===== config.mk =====
export PLATFORM = sky130hd
export DESIGN_NAME = rob
export DESIGN_NICKNAME = d
export VERILOG_FILES = /design/src/rtl/rob.sv
export SDC_FILE = /design/constraint.sdc
export NUM_CORES = 1
export LEC_CHECK = 0
export CAP_MARGIN = 20
export CELL_PAD_IN_SITES_DETAIL_PLACEMENT = 0
export CELL_PAD_IN_SITES_GLOBAL_PLACEMENT = 1
export CORE_MARGIN = 2
export CORE_UTILIZATION = 55
export DETAILED_ROUTE_END_ITERATION = 6
export DONT_BUFFER_PORTS = 1
export PLACE_DENSITY_LB_ADDON = 0.1
export SLEW_MARGIN = 0
export SYNTH_ARGS = -nofsm -noshare
export SYNTH_HDL_FRONTEND = slang
export SYNTH_SLANG_ARGS = --single-unit

===== constraint.sdc =====
create_clock -name clk_in -period 6.9 [get_ports clk_in]
set_input_delay 1.725 -clock clk_in [delete_from_list [all_inputs] [get_ports clk_in]]
set_output_delay 1.725 -clock clk_in [all_outputs]
set_load 0.01 [all_outputs]

===== src/rtl/rob.sv =====
// Reorder buffer: allocates ids at dispatch, captures ALU/LSB broadcasts,
// retires in program order and flushes everything on a mispredicted branch.
module rob #(
    parameter int ROB_SIZE  = 8,
    parameter int ROB_WIDTH = 3
) (
    input  logic                 clk_in,
    input  logic                 rst_in,
    input  logic                 rdy_in,
    output logic                 rob_full,
    output logic [ROB_WIDTH-1:0] tail_id,
    input  logic                 dec_ready,
    input  logic [1:0]           dec_kind,
    input  logic [4:0]           dec_rd,
    input  logic [31:0]          dec_pred_addr,
    input  logic                 rs_ready,
    input  logic [ROB_WIDTH-1:0] rs_rob_id,
    input  logic [31:0]          rs_value,
    input  logic                 lsb_ready,
    input  logic [ROB_WIDTH-1:0] lsb_rob_id,
    input  logic [31:0]          lsb_value,
    input  logic [ROB_WIDTH-1:0] qry_j_id,
    input  logic [ROB_WIDTH-1:0] qry_k_id,
    output logic                 qry_j_ready,
    output logic                 qry_k_ready,
    output logic [31:0]          qry_j_value,
    output logic [31:0]          qry_k_value,
    output logic                 commit_valid,
    output logic [ROB_WIDTH-1:0] commit_rob_id,
    output logic [4:0]           commit_rd,
    output logic [31:0]          commit_value,
    output logic                 commit_store,
    output logic                 clear,
    output logic [31:0]          redirect_pc
);

    localparam logic [1:0] KIND_BRANCH = 2'd1;
    localparam logic [1:0] KIND_STORE  = 2'd2;

    logic [ROB_SIZE-1:0]  busy;
    logic [ROB_SIZE-1:0]  ready;
    logic [1:0]           kind  [ROB_SIZE];
    logic [4:0]           rd    [ROB_SIZE];
    logic [31:0]          value [ROB_SIZE];
    logic [31:0]          pred  [ROB_SIZE];
    logic [ROB_WIDTH-1:0] head;
    logic [ROB_WIDTH-1:0] tail;
    logic [ROB_WIDTH:0]   count;

    logic do_alloc;
    logic do_commit;
    logic mispredict;
    logic head_writes_rd;

    assign rob_full       = (count == (ROB_WIDTH+1)'(ROB_SIZE));
    assign tail_id        = tail;
    assign do_alloc       = rdy_in && dec_ready && !rob_full && !clear;
    assign do_commit      = rdy_in && busy[head] && ready[head];
    assign mispredict     = do_commit && (kind[head] == KIND_BRANCH) && (value[head] != pred[head]);
    assign head_writes_rd = (kind[head] != KIND_BRANCH) && (kind[head] != KIND_STORE);

    // Returns {ready, value}; a stored result beats the live broadcasts.
    function automatic logic [32:0] lookup(input logic [ROB_WIDTH-1:0] id);
        logic stored;
        logic hit_rs;
        logic hit_lsb;
        logic [32:0] r;
        stored  = busy[id] && ready[id];
        hit_rs  = rs_ready && (rs_rob_id == id);
        hit_lsb = lsb_ready && (lsb_rob_id == id);
        r = {stored || hit_rs || hit_lsb, value[id]};
        if (!stored) begin
            if (hit_rs)
                r[31:0] = rs_value;
            else if (hit_lsb)
                r[31:0] = lsb_value;
        end
        return r;
    endfunction

    always_comb begin
        {qry_j_ready, qry_j_value} = lookup(qry_j_id);
        {qry_k_ready, qry_k_value} = lookup(qry_k_id);
    end

    always_ff @(posedge clk_in) begin
        if (rst_in) begin
            head          <= '0;
            tail          <= '0;
            count         <= '0;
            busy          <= '0;
            ready         <= '0;
            commit_valid  <= 1'b0;
            commit_rob_id <= '0;
            commit_rd     <= '0;
            commit_value  <= '0;
            commit_store  <= 1'b0;
            clear         <= 1'b0;
            redirect_pc   <= '0;
        end else if (rdy_in) begin
            commit_valid <= do_commit;
            commit_store <= do_commit && (kind[head] == KIND_STORE);
            clear        <= mispredict;
            if (do_commit) begin
                commit_rob_id <= head;
                commit_rd     <= head_writes_rd ? rd[head] : 5'd0;
                commit_value  <= value[head];
                busy[head]    <= 1'b0;
                head          <= head + 1'b1;
            end
            if (mispredict)
                redirect_pc <= value[head];

            // LSB is written last so it wins a same-id collision with the ALU.
            if (rs_ready && busy[rs_rob_id]) begin
                value[rs_rob_id] <= rs_value;
                ready[rs_rob_id] <= 1'b1;
            end
            if (lsb_ready && busy[lsb_rob_id]) begin
                value[lsb_rob_id] <= lsb_value;
                ready[lsb_rob_id] <= 1'b1;
            end

            if (do_alloc) begin
                busy[tail]  <= 1'b1;
                ready[tail] <= 1'b0;
                kind[tail]  <= dec_kind;
                rd[tail]    <= dec_rd;
                pred[tail]  <= dec_pred_addr;
                tail        <= tail + 1'b1;
            end

            case ({do_alloc, do_commit})
                2'b10:   count <= count + 1'b1;
                2'b01:   count <= count - 1'b1;
                default: count <= count;
            endcase

            // A flush overrides any concurrent allocate or retire bookkeeping.
            if (mispredict) begin
                head  <= '0;
                tail  <= '0;
                count <= '0;
                busy  <= '0;
            end
        end
    end

endmodule

# Word level (Yosys, flattened, before mapping)
# Memory sizes are Yosys's and may differ from the RTL's. A register that Yosys moved wholly into a read port is not among the register bits.
# Cells that the tools add are included.
[totals] mem_count=4 mem_bits_rw=568 wordCells=153 latch_bits=0 in_bits=121 ff_bits=101 romBits=0 out_inout_bits=145
[mem_list] memory="pred" depth=8 word_bits=32 read_ports=1 rd_clocked_by_memory_dff=1 wr=1 line_no="45" rtl="logic [31:0] pred [ROB_SIZE];"
[mem_list] memory="value" depth=8 word_bits=32 read_ports=3 rd_clocked_by_memory_dff=1 wr=2 line_no="44" rtl="logic [31:0] value [ROB_SIZE];"
[mem_list] memory="rd" depth=8 word_bits=5 read_ports=1 rd_clocked_by_memory_dff=1 wr=1 line_no="43" rtl="logic [4:0] rd [ROB_SIZE];"
[mem_list] memory="kind" depth=8 word_bits=2 read_ports=1 rd_clocked_by_memory_dff=1 wr=1 line_no="42" rtl="logic [1:0] kind [ROB_SIZE];"
[classes] n_mux=69 magnitude_cmp=10 addsub=4 reduce_logical=35 div=0 shift=0 n_bitwise=7 mul=0 n_eq_ne=12
[op_table] cell="2-to-1 mux 32 bit" n=6
[op_table] cell="2-to-1 mux 8 bit" n=12
[op_table] cell="2-to-1 mux 3 bit" n=12
[op_table] cell="inequality test 32 bit" n=1
[op_table] cell="binary-select mux 1 bit (select 3 bit)" n=8
[op_table] cell="< comparator 3 x 4 -> 1 bit, second input constant" n=6
[op_table] cell="2-to-1 mux 1 bit" n=24
[op_table] cell="OR 8 bit" n=3
[op_table] cell="logical AND 1 bit" n=21
[op_table] cell="AND 8 bit" n=2
[op_table] cell="NOT 8 bit" n=2
[op_table] cell="demux 1 bit (select 3 bit)" n=4
[op_table] cell="equality test 3 bit" n=4
[op_table] cell="greater-or-equal comparator 3 x 1 -> 1 bit, second input constant" n=4
[op_table] cell="AND reduction 2 bit" n=5
[op_table] cell="one-hot mux 4 bit (2 select lines)" n=1
[op_table] cell="adder 3 x 1 -> 3 bit, second input constant" n=2
[op_table] cell="2-to-1 mux 5 bit" n=1
[op_table] cell="adder 4 x 1 -> 4 bit, second input constant" n=1
[op_table] cell="equality test 2 x 1 -> 1 bit, second input constant" n=2
[op_table] cell="equality test 2 bit, second input constant" n=2
[op_table] cell="equality test 4 bit, second input constant" n=1
[op_table] cell="logical OR 1 bit" n=4
[op_table] cell="2-to-1 mux 4 bit" n=1
[op_table] cell="6 further kinds" n=8

# Logic depth before layout (Yosys ltp)
[depth] depth_word=14 ltp_mapped=15 depth_no_buf=11

# Worst setup path after synthesis
# OpenSTA, ideal clock, no wires.
[synth_timing] path_type="input-to-output" startpoint="input port qry_k_id[0]" endpoint="output port qry_k_value[11]" stages=6 path_slack_ns=1.523 arrival_ns=3.652 path_buffers=3 t_required_ns=5.175 path_cell_list="clkbuf_1 > clkbuf_1 > buf_1 > mux4_2 > mux2i_1 > a22oi_1"
[synth_between] elab_chain_len=5 word_cells_on_any_way=13 cone_classes="2 x eq/ne; 7 x mux; 3 x reduce/logical; 1 x memory"
[synth_rtl] item="start, declared" line_no="23" rtl="input logic [ROB_WIDTH-1:0] qry_k_id,"
[synth_rtl] item="parallel branches: the longest is 4 deep, another holds memory read (8 x 32 bit)"
[synth_rtl] item="2-to-1 mux 32 bit (*)" line_no="72" rtl="if (!stored) begin"
[synth_rtl] item="end, declared" line_no="27" rtl="output logic [31:0] qry_k_value,"
# Every way passes the cells marked *. The select of a mux whose other input is x is not followed.

# Final worst setup path
[layout_timing] startpoint="input port qry_k_id[1]" endpoint="output port qry_k_value[27]"
# Same word-level chain as after synthesis.

==> insert_results.sql <==
INSERT INTO impl_metrics (metric_group, metric, value, unit) VALUES
('run_status', 'status', 'complete, no violations', ''),
('timing', 'timing.final.hold_violations', '0', ''),
('worst_setup_path', 'critical_path.cell_chain', 'mux4_2, mux2_2, o21ai_4, a22oi_1, buf_4', ''),
('drt', 'drtIter0Drc', '2483', ''),
('timing', 'maxClockFrequency', '170', 'MHz'),
('drt', 'finalWirelength', '104', 'mm'),
('die', 'initial_utilization', '0.553', ''),
('die', 'num_io_pins', '266', ''),
('clock_network', 'clk_path_buf_depth', '3', ''),
('finish', 'antenna_cells_inserted', '0', ''),
('timing', 'worst_slew_pin_slew', '1.17', 'ns'),
('power_and_ir_drop', 'vdd_ir_drop_max', '231', 'uV'),
('synth', 'synth_top_cells_by_area', 'edfxtp_1, mux4_2, mux2_2', ''),
('finish', 'area.growth.synth_to_final', '8.62', '%'),
('placement', 'detailed_place.area', '35300', 'um^2'),
('timing', 'totalNegativeSetupSlack', '0', 'ns'),
('synth', 'synth_sequential_area_ratio', '0.551', ''),
('global_route', 'grt-busiest-layer', 'met2', ''),
('worst_setup_path', 'critPathArrivalTime', '4.15', 'ns'),
('synth', 'syn-cell-area', '34700', 'um^2'),
('synth', 'synthesized_area_per_cell', '15.3', 'um^2'),
('clock_network', 'post-cts-setup-buffer-count', '0', ''),
('global_route', 'number_of_antenna_violations_at_the_first_check_in_global_routing', '4', ''),
('drt', 'detailroute.via_count', '21400', ''),
('worst_setup_path', 'critical_path_peak_fanout', '68', ''),
('timing', 'finalWorstPathRequiredPeriod', '5.88', 'ns'),
('power_and_ir_drop', 'p_total', '8.75', 'mW'),
('synth', 'ys_ff_latch', '672', ''),
('synth', 'synth_most_common_cell', 'edfxtp_1', ''),
('clock_network', 'clock_sink_count', '672', ''),
('worst_setup_path', 'startpoint_type', 'primary input', ''),
('finish', 'design.final.nets', '2284', ''),
('drt', 'drt_wl_cell', '34.0', 'um'),
('global_route', 'grt_max_degree', '104', ''),
('synth', 'post_synth_inst_count', '2274', ''),
('finish', 'layout-drive-gt1-share', '0.327', ''),
('synth', 'ys.warnings.count', '0', ''),
('synth', 'synth_cell_types', '53', ''),
('clock_network', 'tritoncts', 'yes', ''),
('placement', 'io_buffers', '0', ''),
('timing', 'fin_worst_hold_slack', '0.498', 'ns'),
('global_route', 'grt.total_usage', '0.318', ''),
('die', 'floorplan.die.height', '255', 'um'),
('clock_network', 'clock_transition_time_at_the_flip_flop_clock_pins_of_the_worst_setup_and_hold_paths', '0.06', 'ns'),
('die', 'core_area', '62700', 'um^2'),
('timing', 'skew_final', '0.0302', 'ns'),
('die', 'dieWidth', '255', 'um'),
('finish', 'nFillCells', '4697', ''),
('run', 'max_cap_viols', '0', ''),
('global_route', 'use_met2', '0.511', ''),
('timing', 'slew_headroom', '0.222', ''),
('global_route', 'grt_use_met3', '0.0641', ''),
('synth', 'synth_nets', '2401', ''),
('timing', 'drv_slew', '0', ''),
('power_and_ir_drop', 'p_leak', '11.8', 'nW'),
('worst_hold_path', 'holdCritPathClass', 'flip-flop to flip-flop', ''),
('timing', 'rsz0062_at_grt', 'no', ''),
('worst_setup_path', 'setup.worst_path.class', 'primary input to output pin', ''),
('clock_network', 'cts-htree-levels', '3', ''),
('global_route', 'grt_pass1_vias', '20800', ''),
('global_route', 'grt_residual_overflow', '0', ''),
('worst_setup_path', 'cp.required', '5.18', 'ns'),
('worst_setup_path', 'endpoint_kind', 'output pin', ''),
('drt', 'detailedRoute.firstPassIterationCount', '6', ''),
('drt', 'via_per_inst', '6.99', ''),
('timing', 'timing.final.setup_violations', '0', ''),
('synth', 'post_synth_top_area_share', '0.491', ''),
('drt', 'antenna_left', '0', ''),
('clock_network', 'cts_resized', '0', ''),
('placement', 'finalWeightedCongestion', '0.901', ''),
('placement', 'detailedPlacementHpwl', '65.6', 'mm');
-- power by group --
group          total [mW]  internal (mW)  switching (mW)
sequential           4.43           4.42          0.0125
clock                3.90           2.25            1.65
combinational       0.411          0.211           0.201
-- worst paths after layout --
kind / end / startpoint / slack [ns] / cells after the start
hold reg to reg: commit_rd[4]$_SDFFE_PP0P_ / commit_rd[4]$_SDFFE_PP0P_ / 0.50 / 2
hold / removal: commit_rd[4]$_SDFFE_PP0P_ / commit_rd[4]$_SDFFE_PP0P_ / 0.50 / 2
setup reg to reg: redirect_pc[15]$_SDFFE_PP0P_ / flip-flop / 1.77 / 11
setup / recovery: qry_k_value[27] / qry_k_id[1] / 1.02 / 5
-- worst max-delay path: cells and delay by family --
| family | cells | cell delay, ns |
|---|---|---|
| multiplexers | 2 | 1.23 |
| buffers and inverters | 1 | 0.17 |
| AO/OA/AOI/OAI | 2 | 0.90 |
-- layer usage --
| metal | part of all wire | vias up |
|---|---|---|
| met1 | 0.40 | 11200 |
| li1 | - | 8963 |
| met5 | 0 | - |
| met2 | 0.48 | 1052 |
| met3 | 0.088 | 160 |
| met4 | 0.033 | 0 |
-- area by class of cell --
cell class | instances | area (um^2) | share of cell area
Multi-Input combinational cell | 1349 | 14600 | 0.388
Tap cell | 846 | 1060 | 0.0281
Clock buffer | 99 | 2010 | 0.0532
Timing Repair Buffer | 51 | 428 | 0.0114
Clock inverter | 33 | 387 | 0.0103
Sequential cell | 672 | 19100 | 0.508
Inverter | 10 | 37.5 | 0.000996
-- per-stage QoR --
stage	std cells	util	setup slack (ns)
CTS	3060	0.601	1.19
finish	3060	0.601	1.02
global placement	2927	0.562	1.28
detailed placement	2928	0.563	1.19
global route	3060	0.601	1.02
floorplan	2274	-	1.52
-- sequential cells by signal, summed over array words and instances, names as in the netlist, named ones only --
signal         cells
count              4
commit_rd          5
commit_value      32
redirect_pc       32
tail_id            3
value            256
commit_valid       1
commit_rob_id      3
busy               8
rd                40
ready              8
kind              16
commit_store       1
head               3
clear              1
pred             256
-- cells by family (layout without fill, tap and decap cells) --
logic type / after synthesis / after routing / share of synthesized area
AO/OA/AOI/OAI: 322 / 322 / 0.0635
XOR/XNOR: 18 / 18 / 0.00454
adder cells (fa/ha/maj): 6 / 6 / 0.00216
buffers and inverters: 253 / 193 / 0.0316
flip-flops: 672 / 672 / 0.551
multiplexers: 704 / 704 / 0.303
AND/OR/NAND/NOR: 299 / 299 / 0.0439
-- cell usage in the layout (no fill, tap or decap), types with 18 or more instances in the layout --
cell type / Yosys / routed
edfxtp_1: 568 / 568
mux2_2: 278 / 278
mux4_2: 244 / 244
mux2i_1: 165 / 165
dfxtp_1: 104 / 101
o22ai_1: 83 / 83
clkbuf_16: 0 / 74
a22oi_1: 70 / 70
nor2_1: 78 / 62
nand2_1: 63 / 59
buf_4: 11 / 48
a21oi_1: 42 / 42
o21ai_0: 38 / 38
nor2b_1: 37 / 37
nand3_1: 28 / 28
a211oi_1: 24 / 24
nand2b_1: 19 / 19
clkbuf_1: 91 / 19
a311oi_1: 18 / 18
or3_1: 18 / 18
No activity file was read; power rests on OpenSTA's default activity.
